==> src/rtl/mod_updown_counter.sv <==
// Parametrised up/down modulo counter with enable, clear, load, terminal count,
// wrap pulse and sticky overflow. Define COUNTER_SATURATE_EN to saturate instead of wrapping.
module mod_updown_counter #(
    parameter int WIDTH  = 3,
    parameter int MODULO = 8
) (
    input  logic             clk,
    input  logic             rst,
    input  logic             en,
    input  logic             up,
    input  logic             clr,
    input  logic             load,
    input  logic [WIDTH-1:0] din,
    output logic [WIDTH-1:0] count,
    output logic             tc,
    output logic             wrap,
    output logic             ovf
);

    localparam logic [WIDTH-1:0] MAX_VAL = WIDTH'(MODULO - 1);
    // One extra bit so MODULO == 2**WIDTH still compares correctly against din.
    localparam logic [WIDTH:0]   MOD_EXT = (WIDTH + 1)'(MODULO);

    logic [WIDTH-1:0] count_q, count_d;
    logic             wrap_q, wrap_d;
    logic             ovf_q, ovf_d;
    logic             at_top, at_bot, tc_w;

    assign at_top = (count_q == MAX_VAL);
    assign at_bot = (count_q == '0);
    assign tc_w   = en & ((up & at_top) | (~up & at_bot));

    always_comb begin
        count_d = count_q;
        wrap_d  = 1'b0;
        ovf_d   = ovf_q;
        if (clr) begin
            count_d = '0;
            ovf_d   = 1'b0;
        end else if (load) begin
            count_d = ({1'b0, din} < MOD_EXT) ? din : MAX_VAL;
        end else if (en) begin
            if (tc_w) begin
                // Terminal step: flag it whether we wrap or hold at the limit.
                wrap_d = 1'b1;
                ovf_d  = 1'b1;
`ifdef COUNTER_SATURATE_EN
                count_d = count_q;
`else
                count_d = up ? '0 : MAX_VAL;
`endif
            end else begin
                count_d = up ? count_q + WIDTH'(1) : count_q - WIDTH'(1);
            end
        end
    end

    always_ff @(posedge clk) begin
        if (rst) begin
            count_q <= '0;
            wrap_q  <= 1'b0;
            ovf_q   <= 1'b0;
        end else begin
            count_q <= count_d;
            wrap_q  <= wrap_d;
            ovf_q   <= ovf_d;
        end
    end

    assign count = count_q;
    assign tc    = tc_w;
    assign wrap  = wrap_q;
    assign ovf   = ovf_q;

endmodule
==> config.mk <==
export PLATFORM = sky130hd
export DESIGN_NAME = mod_updown_counter
export DESIGN_NICKNAME = d
export VERILOG_FILES = /design/src/rtl/mod_updown_counter.sv
export SDC_FILE = /design/constraint.sdc
export NUM_CORES = 1
export LEC_CHECK = 0
export BUFFER_PORTS_ARGS = -buffer_cell sky130_fd_sc_hd__buf_2
export CAP_MARGIN = 40
export CORE_AREA = 8 8 45 47
export CTS_CLUSTER_DIAMETER = 40
export DETAILED_ROUTE_END_ITERATION = 10
export DIE_AREA = 0 0 53 55
export MAX_ROUTING_LAYER = met4
export SETUP_SLACK_MARGIN = 0.05
export SLEW_MARGIN = 10
export SYNTH_ARGS = -nofsm -noshare
export SYNTH_HDL_FRONTEND = slang
export SYNTH_SLANG_ARGS = --single-unit
==> constraint.sdc <==
create_clock -name clk -period 1.85 [get_ports clk]
set_input_delay 0.37 -clock clk [delete_from_list [all_inputs] [get_ports clk]]
set_output_delay 0.37 -clock clk [all_outputs]
set_load 0.01 [all_outputs]
==> flow_summary.json, run 1 <==
{
  "avgSynthCellArea_um2": 8.164,
  "dr.first_iter.drc_count": 3,
  "worst_hold_path_type": "in2reg",
  "grt_first_pass_wirelength_mm": 1.545,
  "fin_crit_ps": 1594,
  "maxSlewViolCount": 0,
  "htree_levels": 1,
  "cpPeakStageDelay_ps": 420,
  "arrival_ps": 1220,
  "grt_pass1_vias": 357,
  "dieArea_um2": 2915,
  "endpoint_kind": "output pin",
  "die_w_um": 53,
  "crit_fanout": 5,
  "fmax_ghz": 0.6272,
  "placed_area_um2": 426.7,
  "crit_family": "flip-flops",
  "yosysSeqAreaShare": 0.3065,
  "wl_per_cell_um": 11.53,
  "routabilityCongestion": 0.7508,
  "synth_cell_types": 26,
  "p_leak_nw": 0.2019,
  "synth_top_area_share": 0.3065,
  "fin_tns_setup_ps": 0,
  "io_buffers": 14,
  "grt_max_degree": 10,
  "synth_area_leader_cell": "dfxtp_1",
  "clkSinkCount": 5,
  "syn_nets": 50,
  "fin_crit_sh": 0.8618,
  "synthesis.area_um2": 326.6,
  "setup_viol": 0,
  "cts_tree": "done",
  "ant_nets": 0,
  "postRouteWirelength_um": 865,
  "n_antenna_cell": 0,
  "global_route.usage.met1": 0.08079,
  "power.density_nw_per_um2": 686.1,
  "core_um2": 1384,
  "synthArstFlopShare": 0,
  "hpwl_um": 722.5,
  "fillers": 155,
  "required_ps": 1480,
  "drc": 0,
  "initial_core_util": 0.2360,
  "crit_type": "reg2out",
  "outcome": "complete, no violations",
  "yosys-top-cells-count": "5 x dfxtp_1, 5 x nor2_1, 3 x a21oi_1",
  "crit_slowest_cell": "dfxtp_1",
  "drive_gt1_frac": 0.3729,
  "antenna_found_initial": 0,
  "placedCellCount": 71,
  "final_area_um2": 454.2,
  "syn_inst": 40,
  "cp.buffers_inverters": 1,
  "rows": 14,
  "fin_skew_ps": 1.616,
  "ir_drop_mv": 0.2997,
  "cts_buffers": 3,
  "drt_pass1_iterations": 2,
  "nets": 70,
  "area_growth_pct": 39.08,
  "cts_buffer_depth": 2,
  "yosysWarningCount": 0,
  "overflow": 0,
  "finalHoldViolCount": 0,
  "busiest_layer": "met2",
  "postCtsSetupBuffers": 0,
  "grt_usage": 0.07159,
  "rsz0062_at_grt": "false",
  "use_met2": 0.1113,
  "total_power_mw": 0.3116,
  "avgViaCountPerCell": 4.787,
  "path_clk_slew_ps": 40,
  "crit_chain": "nand4_1 -> a21boi_1 -> nor2b_1 -> buf_2",
  "slew_headroom": 0.8316,
  "netlist_top_cells_area": "dfxtp_1 31%, fa_1 6.1%, nor2_1 5.7%",
  "met3_usage": 0.03743,
  "synth-edff-count": 0,
  "worstSkewPairLatency_ps": 240,
  "ys_ff_latch": 5,
  "setup.worst_path.start_class": "flop",
  "worst_slew_pin_slew_ps": 250.3,
  "num_vias": 359,
  "synth_flop_cell": "dfxtp_1",
  "chipHeight_um": 55,
  "pin_count": 15,
  "fin_cells": 75,
  "cts_root_buf": "clkbuf_4",
  "cap_violations": 0
}
sequential cells by signal, summed over array words and instances, names as in the netlist:
register / flops
count: 3
wrap: 1
ovf: 1
cell families after synthesis:
logic type,count (synthesis),synth area share
adders and majority gates,1,0.06131
and+or+nand+nor,17,0.2835
buffers and inverters,3,0.03831
DFF,5,0.3065
xor gates and xnor gates,2,0.05365
AOI/OAI and AO/OA,12,0.2567
stage by stage:
| step | util | worst slack [ps] | hold WS (ps) |
|---|---|---|---|
| global placement | 0.3083 | 156.9 | 445.4 |
| finish | 0.3282 | 255.6 | 340.1 |
| floorplan | - | 102.8 | 446.8 |
| CTS | 0.3273 | 150.3 | 335.7 |
| global route | 0.3282 | 117.3 | 345.6 |
| detailed placement | 0.3083 | 134.5 | 451.7 |
area by class of cell:
cell class,count,area (um^2),share of cell area
multi-input cells,32,214.0,0.4711
flip-flops and latches,5,101.3,0.2231
repair buffers,16,85.08,0.1873
clock buffers,4,26.28,0.05785
well taps,16,20.02,0.04408
inverters,2,7.507,0.01653
power by group:
group          switching (mW)  total [mW]  internal, mW
Clock                  0.0456       0.127        0.0816
Combinational          0.0339      0.0657        0.0318
Sequential            0.00632       0.119         0.112
Total                  0.0858       0.312         0.226
layer usage:
metal	up-vias	routed length [um]
met5	-	0
met4	0	0
met3	0	57
met2	8	451
met1	168	356
li1	183	-
placed cells by master, fill, tap and decap left out, drive strengths merged:
master / Yosys / final
a211o: 1 / 1
nor3: 2 / 2
buf: 0 / 16
clkbuf: 1 / 4
nand2b: 2 / 2
inv: 2 / 2
a22oi: 1 / 1
a21boi: 2 / 2
nor4: 1 / 1
a21oi: 3 / 3
o21a: 1 / 1
dfxtp: 5 / 5
nand3: 2 / 2
xnor2: 1 / 1
o21ai: 1 / 1
o22ai: 1 / 1
nand4: 2 / 2
xor2: 1 / 1
a31oi: 1 / 1
o32ai: 1 / 1
nor3b: 1 / 1
nand2: 1 / 1
nor2: 5 / 5
fa: 1 / 1
nor2b: 1 / 1
worst reg2reg max path, stage by stage, from the launching register on:
cell      delay, ps
dfxtp_1         360
fa_1            530
nand2b_1        100
o22ai_1          60
a211o_1         280
a21boi_2        120
repair_timing:
item                       in CTS  in global routing
setup endpoints to repair       0                  1
gates resized for setup         0                  1
hold buffers                    0                  0
hold endpoints to repair        0                  0
final timing paths:
check        endpoint  slack [ps]  startpoint  cells after the start
min reg2reg       ovf         450         ovf                      1
min          count[0]         340         clr                      2
max                tc         260    count[0]                      4
max reg2reg  count[1]         320    count[0]                      5
(Power assumes the default switching activity.)
==> run 2, diff against run 1 <==
--- a/config.mk
+++ b/config.mk
@@ -5,7 +5,7 @@
 export SDC_FILE = /design/constraint.sdc
 export NUM_CORES = 1
 export LEC_CHECK = 0
-export BUFFER_PORTS_ARGS = -buffer_cell sky130_fd_sc_hd__buf_2
+export BUFFER_PORTS_ARGS = -buffer_cell sky130_fd_sc_hd__clkbuf_2
 export CAP_MARGIN = 40
 export CORE_AREA = 8 8 45 47
 export CTS_CLUSTER_DIAMETER = 40
==> run 2 against run 1 <==
  * Sequential share of layout area increased by 0.59 points
  * Global-route usage decreased by 0.068 points
  * Clock power about the same
  * Critical path type unchanged
  * Cell area decreased by 1.4%
  * Total power increased by 0.10%
  * Clock-buffer cell count unchanged
  * Fmax decreased by 1.9%
  * Register-to-register slack about the same
  * Hold slack got worse by 6.5 ps
  * Worst setup slack got worse by 31 ps
==> flow_summary.json, run 2 (same netlist as run 1, synthesis figures left out) <==
{
  "drive_gt1_frac": 0.3793,
  "postRouteWirelength_um": 899,
  "endpoint_kind": "output pin",
  "initial_core_util": 0.2360,
  "ir_drop_mv": 0.2459,
  "finalHoldViolCount": 0,
  "setup_ws_ps": 224.4,
  "required_ps": 1480,
  "worst_slew_pin_slew_ps": 243.1,
  "crit_type": "reg2out",
  "fin_crit_ps": 1626,
  "crit_family": "flip-flops",
  "pre_cts_ws_ps": 137.6,
  "fin_crit_sh": 0.8787,
  "cts_root_buf": "clkbuf_4",
  "worst_hold_path_type": "in2reg",
  "core_um2": 1384,
  "hpwl_um": 687,
  "fin_tns_setup_ps": 0,
  "fmax_ghz": 0.6152,
  "crit_fanout": 7,
  "num_vias": 360,
  "dr.first_iter.drc_count": 4,
  "setup_viol": 0,
  "largest_register_ffs": 3,
  "area_growth_pct": 37.16,
  "cpPeakStageDelay_ps": 430,
  "maxSlewViolCount": 0,
  "fin_skew_ps": 1.694,
  "crit_chain": "nand4_1 -> a21boi_1 -> nor2b_1 -> clkbuf_2",
  "fillers": 160,
  "chipHeight_um": 55,
  "die_w_um": 53,
  "overflow": 0,
  "grt_first_pass_wirelength_mm": 1.449,
  "wl_per_cell_um": 12.15,
  "avgViaCountPerCell": 4.865,
  "ant_nets": 0,
  "power.density_nw_per_um2": 696.4,
  "cap_violations": 0,
  "slew_headroom": 0.8376,
  "routabilityCongestion": 0.7521,
  "crit_slowest_cell": "dfxtp_1",
  "antenna_found_initial": 0,
  "dieArea_um2": 2915,
  "clkSinkCount": 5,
  "path_clk_slew_ps": 40,
  "cts_hold_buf": 0,
  "p_leak_nw": 0.1943,
  "nets": 69,
  "cts_buffers": 3,
  "arrival_ps": 1260,
  "worstSkewPairLatency_ps": 250,
  "final_cell_mix": "14 x clkbuf_2, 5 x nor2_1, 3 x a21oi_1, 3 x clkbuf_4, 3 x dfxtp_1",
  "n_antenna_cell": 0,
  "layout_commonest_cell": "clkbuf_2",
  "drt_pass1_iterations": 5,
  "rsz0062_at_grt": "false",
  "outcome": "complete, no violations",
  "rows": 14,
  "grt_usage": 0.07091,
  "pin_count": 15,
  "grt_max_degree": 10,
  "grt_pass1_vias": 346,
  "cp.buffers_inverters": 1,
  "htree_levels": 1,
  "drc": 0,
  "cts_buffer_depth": 2,
  "setup.worst_path.start_class": "flop",
  "cts_tree": "done",
  "io_buffers": 14
}
-- run 2: power by group --
group | internal (mW) | leakage, nW | switching, mW
combinational | 0.0304 | 0.138 | 0.0326
clock | 0.0817 | 0.0150 | 0.0467
sequential | 0.113 | 0.0416 | 0.00784
-- run 2: final timing paths --
kind,startpoint,endpoint,slack [ps],cells past startpoint
max,count[2],tc,220,4
min,clr,count[0],330,2
max reg2reg,count[0],count[1],310,5
min reg2reg,ovf,ovf,480,1
-- run 2: layout make-up --
class | count | area [um^2] | share of cell area
clock buffers | 4 | 26.28 | 0.05866
inverters | 2 | 7.507 | 0.01676
multi-input cells | 32 | 214.0 | 0.4777
flip-flops and latches | 5 | 102.6 | 0.2290
well taps | 16 | 20.02 | 0.04469
repair buffers | 15 | 77.57 | 0.1732
-- run 2: what timing repair did --
| action | 4_1_cts | 5_1_grt |
|---|---|---|
| buffers inserted | 0 | 0 |
| setup endpoints to repair | 0 | 1 |
| gates resized for setup | 0 | 2 |
-- run 2: per-stage QoR --
| step | area, um^2 | power (mW) | cells | util | hold WS [ps] |
|---|---|---|---|---|---|
| finish | 447.9 | 0.3120 | 74 | 0.3237 | 333.6 |
| global route | 447.9 | 0.3354 | 74 | 0.3237 | 330.0 |
| CTS | 445.4 | 0.3183 | 74 | 0.3219 | 333.0 |
| detailed placement | 419.2 | 0.1856 | 70 | 0.3029 | 460.4 |
| global placement | 419.2 | 0.1846 | 70 | 0.3029 | 452.1 |
| floorplan | 326.6 | 0.1586 | 40 | - | 446.8 |
-- run 2: metal layers --
layer / track usage / part of all wire / wire [um]
met4: 0.05172 / 0.039 / 35
met3: 0.03476 / 0.066 / 59
met1: 0.06829 / 0.42 / 379
met5: - / 0 / 0
met2: 0.1094 / 0.47 / 425
==> run 3, diff against run 2 <==
--- a/config.mk
+++ b/config.mk
@@ -8,6 +8,7 @@
 export BUFFER_PORTS_ARGS = -buffer_cell sky130_fd_sc_hd__clkbuf_2
 export CAP_MARGIN = 40
 export CORE_AREA = 8 8 45 47
+export CTS_BUF_LIST = sky130_fd_sc_hd__clkbuf_16
 export CTS_CLUSTER_DIAMETER = 40
 export DETAILED_ROUTE_END_ITERATION = 10
 export DIE_AREA = 0 0 53 55
==> run 3 against run 2 <==
  * Non-clock buffer count did not move
  * Cell area rose by 11%
  * Clock power rose to 2.7 times the previous value
  * Register-to-register slack got worse by 30 ps
  * Combinational power rose by 1%
  * Worst setup slack got worse by 72 ps
  * Flip-flop and latch count did not move
  * Global-route usage rose by 0.40 points
  * Hold slack improved by 31 ps
  * Critical path type unchanged
  * Largest cell class unchanged
==> flow_summary.json, run 3 (same netlist as run 1, synthesis figures left out) <==
{
  "outcome": "complete, no violations",
  "finalHoldViolCount": 0,
  "final_cell_mix": "14 x clkbuf_2, 5 x nor2_1, 4 x dfxtp_1",
  "setup.worst_path.start_class": "flop",
  "num_vias": 361,
  "cts_hold_buf": 0,
  "setup_viol": 0,
  "ir_drop_mv": 0.4856,
  "crit_type": "reg2out",
  "crit_fanout": 9,
  "nets": 69,
  "initial_core_util": 0.2360,
  "core_um2": 1384,
  "fin_crit_sh": 0.9178,
  "arrival_ps": 1330,
  "dieArea_um2": 2915,
  "io_buffers": 14,
  "p_leak_nw": 0.2212,
  "maxSlewViolCount": 0,
  "fin_skew_ps": 0.1500,
  "n_antenna_cell": 0,
  "grt_first_pass_wirelength_mm": 1.559,
  "power.density_nw_per_um2": 1055,
  "area_growth_pct": 52.87,
  "worstSetupEndpoint": "tc",
  "r2r_cells": 5,
  "cts_root_buf": "clkbuf_16",
  "hpwl_um": 687,
  "fin_crit_ps": 1698,
  "cts_tree": "done",
  "rows": 14,
  "overflow": 0,
  "pin_count": 15,
  "htree_levels": 1,
  "dr.first_iter.drc_count": 3,
  "multi_input_area_um2": 214.0,
  "layout_commonest_cell": "clkbuf_2",
  "required_ps": 1480,
  "avgViaCountPerCell": 4.878,
  "r2r_end": "count[1]",
  "min-delay-start": "rst",
  "endpoint_kind": "output pin",
  "cts_buffer_depth": 2,
  "clkSinkCount": 5,
  "cap_violations": 0,
  "r2r_setup_slack_ps": 280,
  "grt_usage": 0.07493,
  "wl_per_cell_um": 12.45,
  "largest_register_ffs": 3,
  "reg2reg_from": "count[1]",
  "cts_buffers": 3,
  "grt_pass1_vias": 363,
  "drc": 0,
  "antenna_found_initial": 0,
  "drt_pass1_iterations": 4,
  "worst_slew_pin_slew_ps": 327.7,
  "routabilityCongestion": 0.7521,
  "die_w_um": 53,
  "postRouteWirelength_um": 921,
  "slew_headroom": 0.7813,
  "startpoint": "count[1]",
  "whs_ps": 365.0,
  "fmax_ghz": 0.5889,
  "grt_max_degree": 10,
  "drive_gt1_frac": 0.3621,
  "fillers": 150,
  "worstSkewPairLatency_ps": 220,
  "worst_hold_path_type": "in2reg",
  "chipHeight_um": 55,
  "ant_nets": 0,
  "path_clk_slew_ps": 30,
  "rsz0062_at_grt": "false",
  "fin_tns_setup_ps": 0,
  "seq_area_um2": 101.3
}
## run 3: cell count changes in the layout (fill, tap and decap cells not counted), sizes merged
cell    previous run  this run
inv                2         3
clkbuf            18        17
## run 3: worst max-delay path, cell delays in order (launching register included)
cell	delay, ps
dfxtp_1	500
nand4_1	150
a21boi_1	180
nor2b_1	120
clkbuf_2	140
## run 3: repair_timing
| action | 4_1_cts | 5_1_grt |
|---|---|---|
| endpoints found under the setup margin | 0 | 1 |
| gates resized for setup | 0 | 1 |
| buffers inserted | 0 | 0 |
## run 3: cell type report
cell class,instances,share of cell area
timing repair buffer,15,0.1554
clock buffer,3,0.1504
sequential,5,0.2030
inverter,2,0.01504
multi-input combinational,32,0.4286
clock inverter,1,0.007519
tap,16,0.04010
## run 3: worst min path at each step
stage          endpoint  depth (start not counted)
6_report       count[0]                          2
5_1_grt        count[0]                          2
4_1_cts        count[0]                          2
3_5_place_dp        ovf                          1
3_3_place_gp        ovf                          1
2_1_floorplan  count[0]                          1
## run 3: per-layer routing
| layer | wire length [um] | global-route usage | part of all wire | up-vias |
|---|---|---|---|---|
| met2 | 469 | 0.1250 | 0.51 | 8 |
| met3 | 55 | 0.04278 | 0.060 | 0 |
| met4 | 0 | 0.02586 | 0 | 0 |
| met1 | 396 | 0.07154 | 0.43 | 165 |
| met5 | 0 | - | 0 | - |
| li1 | - | - | - | 188 |
## run 3: report_power, final
part / leakage (nW) / switching (mW) / total [mW] / internal (mW)
Clock: 0.0423 / 0.0630 / 0.342 / 0.279
Combinational: 0.138 / 0.0334 / 0.0638 / 0.0304
Sequential: 0.0412 / 0.00793 / 0.121 / 0.113
Total: 0.221 / 0.104 / 0.527 / 0.422
## run 3: stage by stage
stage               power [mW]  worst slack (ps)  utilization  cells  cell area [um^2]
global placement        0.1846             152.9       0.3029     70             419.2
global route            0.5602             65.18       0.3608     74             499.2
finish                  0.5267             152.0       0.3608     74             499.2
CTS                     0.5324             130.0       0.3599     74             498.0
detailed placement      0.1856             137.6       0.3029     70             419.2
floorplan               0.1586             102.8            -     40             326.6
